--- config.mk ---
export PLATFORM = sky130hd
export DESIGN_NAME = pipe_adder_flat
export DESIGN_NICKNAME = d
export VERILOG_FILES = /design/src/rtl/pipe_adder_pkg.sv /design/src/rtl/pipe_adder_if.sv /design/src/rtl/adder_seg.sv /design/src/rtl/pipe_adder.sv /design/src/flat_wrapper.sv
export SDC_FILE = /design/constraint.sdc
export NUM_CORES = 1
export LEC_CHECK = 0
export CAP_MARGIN = 20
export CORE_ASPECT_RATIO = 1.25
export CORE_MARGIN = 2
export CORE_UTILIZATION = 35
export DETAILED_ROUTE_END_ITERATION = 6
export GPL_TIMING_DRIVEN = 0
export PLACE_DENSITY = 0.69
export SLEW_MARGIN = 20
export SYNTH_ARGS = -nofsm -noshare
export SYNTH_HDL_FRONTEND = slang
export SYNTH_HIERARCHICAL = 1
export SYNTH_SLANG_ARGS = --single-unit
export TNS_END_PERCENT = 50
--- constraint.sdc ---
create_clock -name clk -period 3.57 [get_ports clk]
set_input_delay 0.714 -clock clk [delete_from_list [all_inputs] [get_ports clk]]
set_output_delay 0.714 -clock clk [all_outputs]
set_load 0.05 [all_outputs]
--- src/rtl/pipe_adder_pkg.sv ---
// Shared types and helpers for the segmented pipelined adder.
// Provides the operation encoding, per-stage sideband and pipeline-depth helper.
package pipe_adder_pkg;

  typedef enum logic {
    OP_ADD = 1'b0,
    OP_SUB = 1'b1
  } op_e;

  // Sideband travelling with each transfer; the MSBs feed the final overflow test.
  typedef struct packed {
    logic valid;
    op_e  op;
    logic sat;
    logic a_msb;
    logic b_msb;
  } side_t;

  function automatic int unsigned nseg(input int unsigned width, input int unsigned seg);
    return (width + seg - 1) / seg;
  endfunction

endpackage

--- src/rtl/pipe_adder_if.sv ---
// Operand/result handshake bundle for pipe_adder.
// The producer/consumer side uses master; the adder uses slave.
interface pipe_adder_if #(
  parameter int unsigned WIDTH = 8
) ();

  logic             in_valid;
  logic             in_ready;
  logic [WIDTH-1:0] a;
  logic [WIDTH-1:0] b;
  logic             c_in;
  logic             sub;
  logic             sat;
  logic             out_valid;
  logic             out_ready;
  logic [WIDTH-1:0] sum;
  logic             c_out;
  logic             ovf;

  modport master (
    output in_valid, a, b, c_in, sub, sat, out_ready,
    input  in_ready, out_valid, sum, c_out, ovf
  );

  modport slave (
    input  in_valid, a, b, c_in, sub, sat, out_ready,
    output in_ready, out_valid, sum, c_out, ovf
  );

endinterface

--- src/rtl/adder_seg.sv ---
// One registered slice of the carry chain: sums a segment and registers the
// segment result and its carry-out when enabled.
module adder_seg #(
  parameter int unsigned W = 4
) (
  input  logic         clk,
  input  logic         reset,
  input  logic         en,
  input  logic [W-1:0] a_seg,
  input  logic [W-1:0] b_seg,
  input  logic         cin,
  output logic [W-1:0] s_seg,
  output logic         cout
);

  logic [W-1:0] s_d, s_q;
  logic         cout_d, cout_q;

  always_comb begin
    {cout_d, s_d} = {1'b0, a_seg} + {1'b0, b_seg} + {{W{1'b0}}, cin};
  end

  always_ff @(posedge clk) begin
    if (reset) begin
      s_q    <= '0;
      cout_q <= 1'b0;
    end else if (en) begin
      s_q    <= s_d;
      cout_q <= cout_d;
    end
  end

  assign s_seg = s_q;
  assign cout  = cout_q;

endmodule

--- src/rtl/pipe_adder.sv ---
// Pipelined WIDTH-bit add/subtract with one carry-chain segment per stage,
// valid/ready backpressure, unsigned saturation and carry/overflow flags.
module pipe_adder
  import pipe_adder_pkg::*;
#(
  parameter int unsigned WIDTH = 8,
  parameter int unsigned SEG   = 4
) (
  input logic        clk,
  input logic        reset,
  pipe_adder_if.slave bus
);

  localparam int unsigned NSEG = nseg(WIDTH, SEG);

  side_t            side_d [NSEG];
  side_t            side_q [NSEG];
  logic [WIDTH-1:0] a_d    [NSEG];
  logic [WIDTH-1:0] a_q    [NSEG];
  logic [WIDTH-1:0] b_d    [NSEG];
  logic [WIDTH-1:0] b_q    [NSEG];
  logic [WIDTH-1:0] r_d    [NSEG];
  logic [WIDTH-1:0] r_q    [NSEG];
  logic [WIDTH-1:0] seg_ext[NSEG];
  logic [NSEG-1:0]  cout_w;

  logic             advance;
  logic [WIDTH-1:0] b_eff;
  logic             cin0;
  side_t            in_side;
  side_t            out_side;
  logic [WIDTH-1:0] raw;
  logic             c_raw;

  assign advance      = !side_q[NSEG-1].valid || bus.out_ready;
  assign bus.in_ready = advance || reset;

  // Subtraction is a + ~b + 1, so the forced carry-in replaces c_in.
  always_comb begin
    b_eff         = bus.sub ? ~bus.b : bus.b;
    cin0          = bus.sub | bus.c_in;
    in_side.valid = bus.in_valid;
    in_side.op    = bus.sub ? OP_SUB : OP_ADD;
    in_side.sat   = bus.sat;
    in_side.a_msb = bus.a[WIDTH-1];
    in_side.b_msb = b_eff[WIDTH-1];
  end

  always_comb begin
    side_d[0] = in_side;
    a_d[0]    = bus.a;
    b_d[0]    = b_eff;
    r_d[0]    = '0;
    for (int k = 1; k < NSEG; k++) begin
      side_d[k] = side_q[k-1];
      a_d[k]    = a_q[k-1];
      b_d[k]    = b_q[k-1];
      r_d[k]    = r_q[k-1] | seg_ext[k-1];
    end
  end

  always_ff @(posedge clk) begin
    if (reset) begin
      for (int k = 0; k < NSEG; k++) begin
        side_q[k] <= '0;
        a_q[k]    <= '0;
        b_q[k]    <= '0;
        r_q[k]    <= '0;
      end
    end else if (advance) begin
      for (int k = 0; k < NSEG; k++) begin
        side_q[k] <= side_d[k];
        a_q[k]    <= a_d[k];
        b_q[k]    <= b_d[k];
        r_q[k]    <= r_d[k];
      end
    end
  end

  for (genvar k = 0; k < NSEG; k++) begin : g_seg
    localparam int unsigned LO = k * SEG;
    localparam int unsigned HI = ((k + 1) * SEG > WIDTH) ? WIDTH - 1 : (k + 1) * SEG - 1;
    localparam int unsigned W  = HI - LO + 1;

    logic [W-1:0] a_seg;
    logic [W-1:0] b_seg;
    logic [W-1:0] s_seg;
    logic         cin;

    if (k == 0) begin : g_first
      assign a_seg = bus.a[HI:LO];
      assign b_seg = b_eff[HI:LO];
      assign cin   = cin0;
    end else begin : g_rest
      // Operands come from the previous stage so they stay aligned with its carry.
      assign a_seg = a_q[k-1][HI:LO];
      assign b_seg = b_q[k-1][HI:LO];
      assign cin   = cout_w[k-1];
    end

    adder_seg #(
      .W(W)
    ) u_seg (
      .clk   (clk),
      .reset (reset),
      .en    (advance),
      .a_seg (a_seg),
      .b_seg (b_seg),
      .cin   (cin),
      .s_seg (s_seg),
      .cout  (cout_w[k])
    );

    assign seg_ext[k] = WIDTH'(s_seg) << LO;
  end

  assign out_side = side_q[NSEG-1];
  assign raw      = r_q[NSEG-1] | seg_ext[NSEG-1];
  assign c_raw    = cout_w[NSEG-1];

  always_comb begin
    bus.sum = raw;
    if (out_side.sat) begin
      if (out_side.op == OP_ADD && c_raw) begin
        bus.sum = '1;
      end else if (out_side.op == OP_SUB && !c_raw) begin
        bus.sum = '0;
      end
    end
    bus.c_out     = c_raw;
    bus.ovf       = (out_side.a_msb == out_side.b_msb) && (raw[WIDTH-1] != out_side.a_msb);
    bus.out_valid = out_side.valid;
  end

endmodule

--- src/flat_wrapper.sv ---
// flat-port wrapper written by rule: the top's interface ports become plain ports
module pipe_adder_flat import pipe_adder_pkg::*;
#(
  parameter int unsigned WIDTH = 8,
  parameter int unsigned SEG   = 4
)
  (clk, reset, bus_in_valid, bus_a, bus_b, bus_c_in, bus_sub, bus_sat, bus_out_ready, bus_in_ready, bus_out_valid, bus_sum, bus_c_out, bus_ovf);
  pipe_adder_if #(.WIDTH(WIDTH)) bus_i ();
  input logic clk;
  input logic reset;
  input wire logic [$bits(bus_i.in_valid)-1:0] bus_in_valid;
  input wire logic [$bits(bus_i.a)-1:0] bus_a;
  input wire logic [$bits(bus_i.b)-1:0] bus_b;
  input wire logic [$bits(bus_i.c_in)-1:0] bus_c_in;
  input wire logic [$bits(bus_i.sub)-1:0] bus_sub;
  input wire logic [$bits(bus_i.sat)-1:0] bus_sat;
  input wire logic [$bits(bus_i.out_ready)-1:0] bus_out_ready;
  output wire logic [$bits(bus_i.in_ready)-1:0] bus_in_ready;
  output wire logic [$bits(bus_i.out_valid)-1:0] bus_out_valid;
  output wire logic [$bits(bus_i.sum)-1:0] bus_sum;
  output wire logic [$bits(bus_i.c_out)-1:0] bus_c_out;
  output wire logic [$bits(bus_i.ovf)-1:0] bus_ovf;
  assign bus_i.in_valid = bus_in_valid;
  assign bus_i.a = bus_a;
  assign bus_i.b = bus_b;
  assign bus_i.c_in = bus_c_in;
  assign bus_i.sub = bus_sub;
  assign bus_i.sat = bus_sat;
  assign bus_i.out_ready = bus_out_ready;
  assign bus_in_ready = bus_i.in_ready;
  assign bus_out_valid = bus_i.out_valid;
  assign bus_sum = bus_i.sum;
  assign bus_c_out = bus_i.c_out;
  assign bus_ovf = bus_i.ovf;
  pipe_adder #(.WIDTH(WIDTH), .SEG(SEG)) u_core (.clk(clk), .reset(reset), .bus(bus_i));
endmodule
==> results by group <==
Setup path
  – R2r endpoint: u_core/g_seg[1].u_seg/s_seg[1]
  – CP endpoint kind: output pin
  – Startpoint types: primary input
  – R2R depth: 4
  – Cells along the critical path: dlygate4sd2_1 -> or2_4 -> clkdlybuf4s50_1
  – CP max stage delay: 860 ps
  – Arr. time, crit path: 2640 ps
  – Slowest cell on the critical path: clkdlybuf4s50_1
  – Worst EP required: 2860 ps
  – Setup CP Type: primary input to output pin
  – Worst r2r src: u_core/a_q[0][4]
  – Crit-path max FO: 21
  – Register-to-Register Setup Slack: 1940 ps

Place
  – Port-buffer cells: 33
  – Hpwl dp: 2010 µm
  – Placer Congestion: 0.792
  – Area of placed instances: 2050 µm²

Floorplan
  – Core area: 4460 µm²
  – Num ports: 35
  – Initial Utilization: 37.0%
  – # rows: 27
  – Die width: 65.4 µm
  – Die ar.: 5280 µm²
  – Die H: 80.8 µm

STA
  – Min Tclk post-route: 3350 ps
  – Slew @ Worst Pin: 674 ps
  – Clk_skew: 4.65 ps
  – Max-slew violation count: 0
  – Endpoints failing setup: 0
  – Slew margin rel.: 55.1%
  – RSZ-0062 raised after global routing: no
  – Final period util: 93.9%
  – Final Hold Fails: 0
  – Max Freq: 0.298 GHz

Power and ir drop
  – PD cells: 432 nW/µm²
  – Leak Pwr: 0.893 nW
  – Peak VDD IR: 0.000204 V

Drt
  – Final wirelength: 2610 µm
  – Drt wl/cell: 10.4 µm
  – Via density: 4.45
  – Via count: 1,122
  – Routed Antenna Nets: 0
  – DR iter-0 viols: 54
  – Residual DRC count: 0
  – First-pass detailed-route iteration total: 4

Yosys
  – Yosys warns: 6
  – EDFF count, synth: 20
  – Register area share after synthesis: 48.5%
  – Cells after Synth: 153
  – Yosys top cell area share: 36.4%
  – Synthesis-stage register bit count: 30
  – Ys flop type: edfxtp_1
  – Mapped cell area: 1650 µm²
  – Syn nets: 186
  – Top-count cell post-synth: nor2_1
  – Synth async-reset ratio: 0%
  – Top post-synthesis cells by count: 29 x nor2_1, 20 x edfxtp_1, 16 x and2_1
  – Synth area leaders: edfxtp_1 36%, dfxtp_1 12%, nor2_1 6.6%, and2_1 6.1%, fa_1 4.9%
  – Synth area leader: edfxtp_1
  – Cell variety after synth: 31
  – Avg Cell Area, Syn: 10.8 µm²

GRT
  – First-pass GRT wire length: 4390 µm
  – Total global-route track usage: 11.2%
  – Initial antenna violation count: 0
  – GRT overflow: 0
  – Vias in the first global route: 1,018
  – Largest net degree at the start of global routing: 22

Flow run
  – Max Cap Violations: 0

Cells and area
  – N_diodes: 0
  – FILL cells: 439
  – Design area: 2150 µm²
  – Final core utilization: 48.1%
  – Nets: 226
  – Layout cells sized above 1: 9.79%
  – Layout overhead on the synthesized area: 30.0%

Worst hold path
  – WHS Endpoint: u_core/g_seg[1].u_seg/s_seg[1]
  – Hold Crit Start: u_core/g_seg[1].u_seg/s_seg[1]
  – Hold Crit Depth: 2
  – Worst min-delay path class: flip-flop to flip-flop

CTS
  – Clock root buffer master: clkbuf_8
  – CTS Buf Count: 5
  – Htree depth: 2
  – Clock Sinks: 30
  – Clock-pin slew on the worst setup and hold paths: 60 ps
  – Skew-Pair Late Insertion Delay: 280 ps
  – CTS tree: built
  – # Post-CTS Setup Buffers: 0
  – Clock Path Buffers: 2

Run status
  – Status: finished clean
## how the worst max path moves through the flow
stage / startpoint / endpoint / cells after the start
floorplan: u_core/g_seg[1].u_seg/cout / bus_sum[0] / 3
CTS: reset / bus_in_ready / 3
detailed placement: reset / bus_in_ready / 3
finish: reset / bus_in_ready / 3
global route: reset / bus_in_ready / 3
global placement: reset / bus_in_ready / 3
## where the power goes
part,switching (mW),total [mW],internal [mW]
clock,0.117,0.272,0.155
combinational,0.118,0.225,0.107
sequential,0.0212,0.432,0.410
## repair_timing
action | in CTS | in global routing
endpoints found under the setup margin | 1 | 0
gates resized for setup | 2 | 0
hold buffers | 0 | 0
## cells in the final DEF (no fill, tap or decap), drive strengths merged, types with 5 or more instances in the layout
cell,n
clkdlybuf4s50,32
nor2,29
edfxtp,20
and2,16
a21oi,10
dfxtp,10
inv,8
clkbuf,7
xnor2,6
ha,6
buf,6
nand2,5
## routing by layer
metal | wire length, µm | global-route usage [%] | vias up
li1 | - | - | 598
met3 | 132 | 1.66 | 7
met1 | 1160 | 12.6 | 489
met2 | 1240 | 18.6 | 28
met5 | 0 | 0 | -
met4 | 86 | 9.38 | 0
## kinds of logic after synthesis
| logic type | after synthesis | share of synthesized area [%] |
|---|---|---|
| AOI/OAI and AO/OA | 23 | 9.63 |
| muxes | 4 | 2.43 |
| DFF | 30 | 48.5 |
| adders and majority gates | 10 | 9.40 |
| xor gates and xnor gates | 10 | 5.31 |
| buffers and inverters | 14 | 4.85 |
| and+or+nand+nor | 62 | 19.9 |
## sequential cells by signal, indices dropped and copies added, names as in the netlist
signal / cells
u_core/g_seg.u_seg/s_seg: 8
u_core/r_q: 4
u_core/b_q: 3
u_core/a_q: 3
u_core/side_q: 10
u_core/g_seg.u_seg/cout: 2
## critical path: cells and delay by family
kind,cells,cell delay (ps)
and+or+nand+nor,1,420
buffers and inverters,2,1490
## cell type report
cell class              instances  area (µm²)  share of cell area, %
repair buffers                 33         329                   15.3
clock inverters                 1        5.00                  0.233
clock buffers                   7        86.3                   4.02
multi-input cells             109         772                   36.0
inverters                       8        30.0                   1.40
plain buffers                   6        50.0                   2.33
flip-flops and latches         30         801                   37.3
well taps                      58        72.6                   3.38
## metrics by stage
step / total power, mW / hold WS [ps] / worst slack [ps] / setup TNS, ps / std cells
finish: 0.928 / 492 / 217 / 0 / 252
global placement: 0.661 / 469 / -216 / -216 / 244
global route: 0.977 / 523 / 112 / 0 / 252
CTS: 0.940 / 490 / 198 / 0 / 252
detailed placement: 0.666 / 474 / -217 / -217 / 244
floorplan: 0.592 / 452 / 1240 / 0 / 153
No activity file was read; power rests on OpenSTA's default activity.
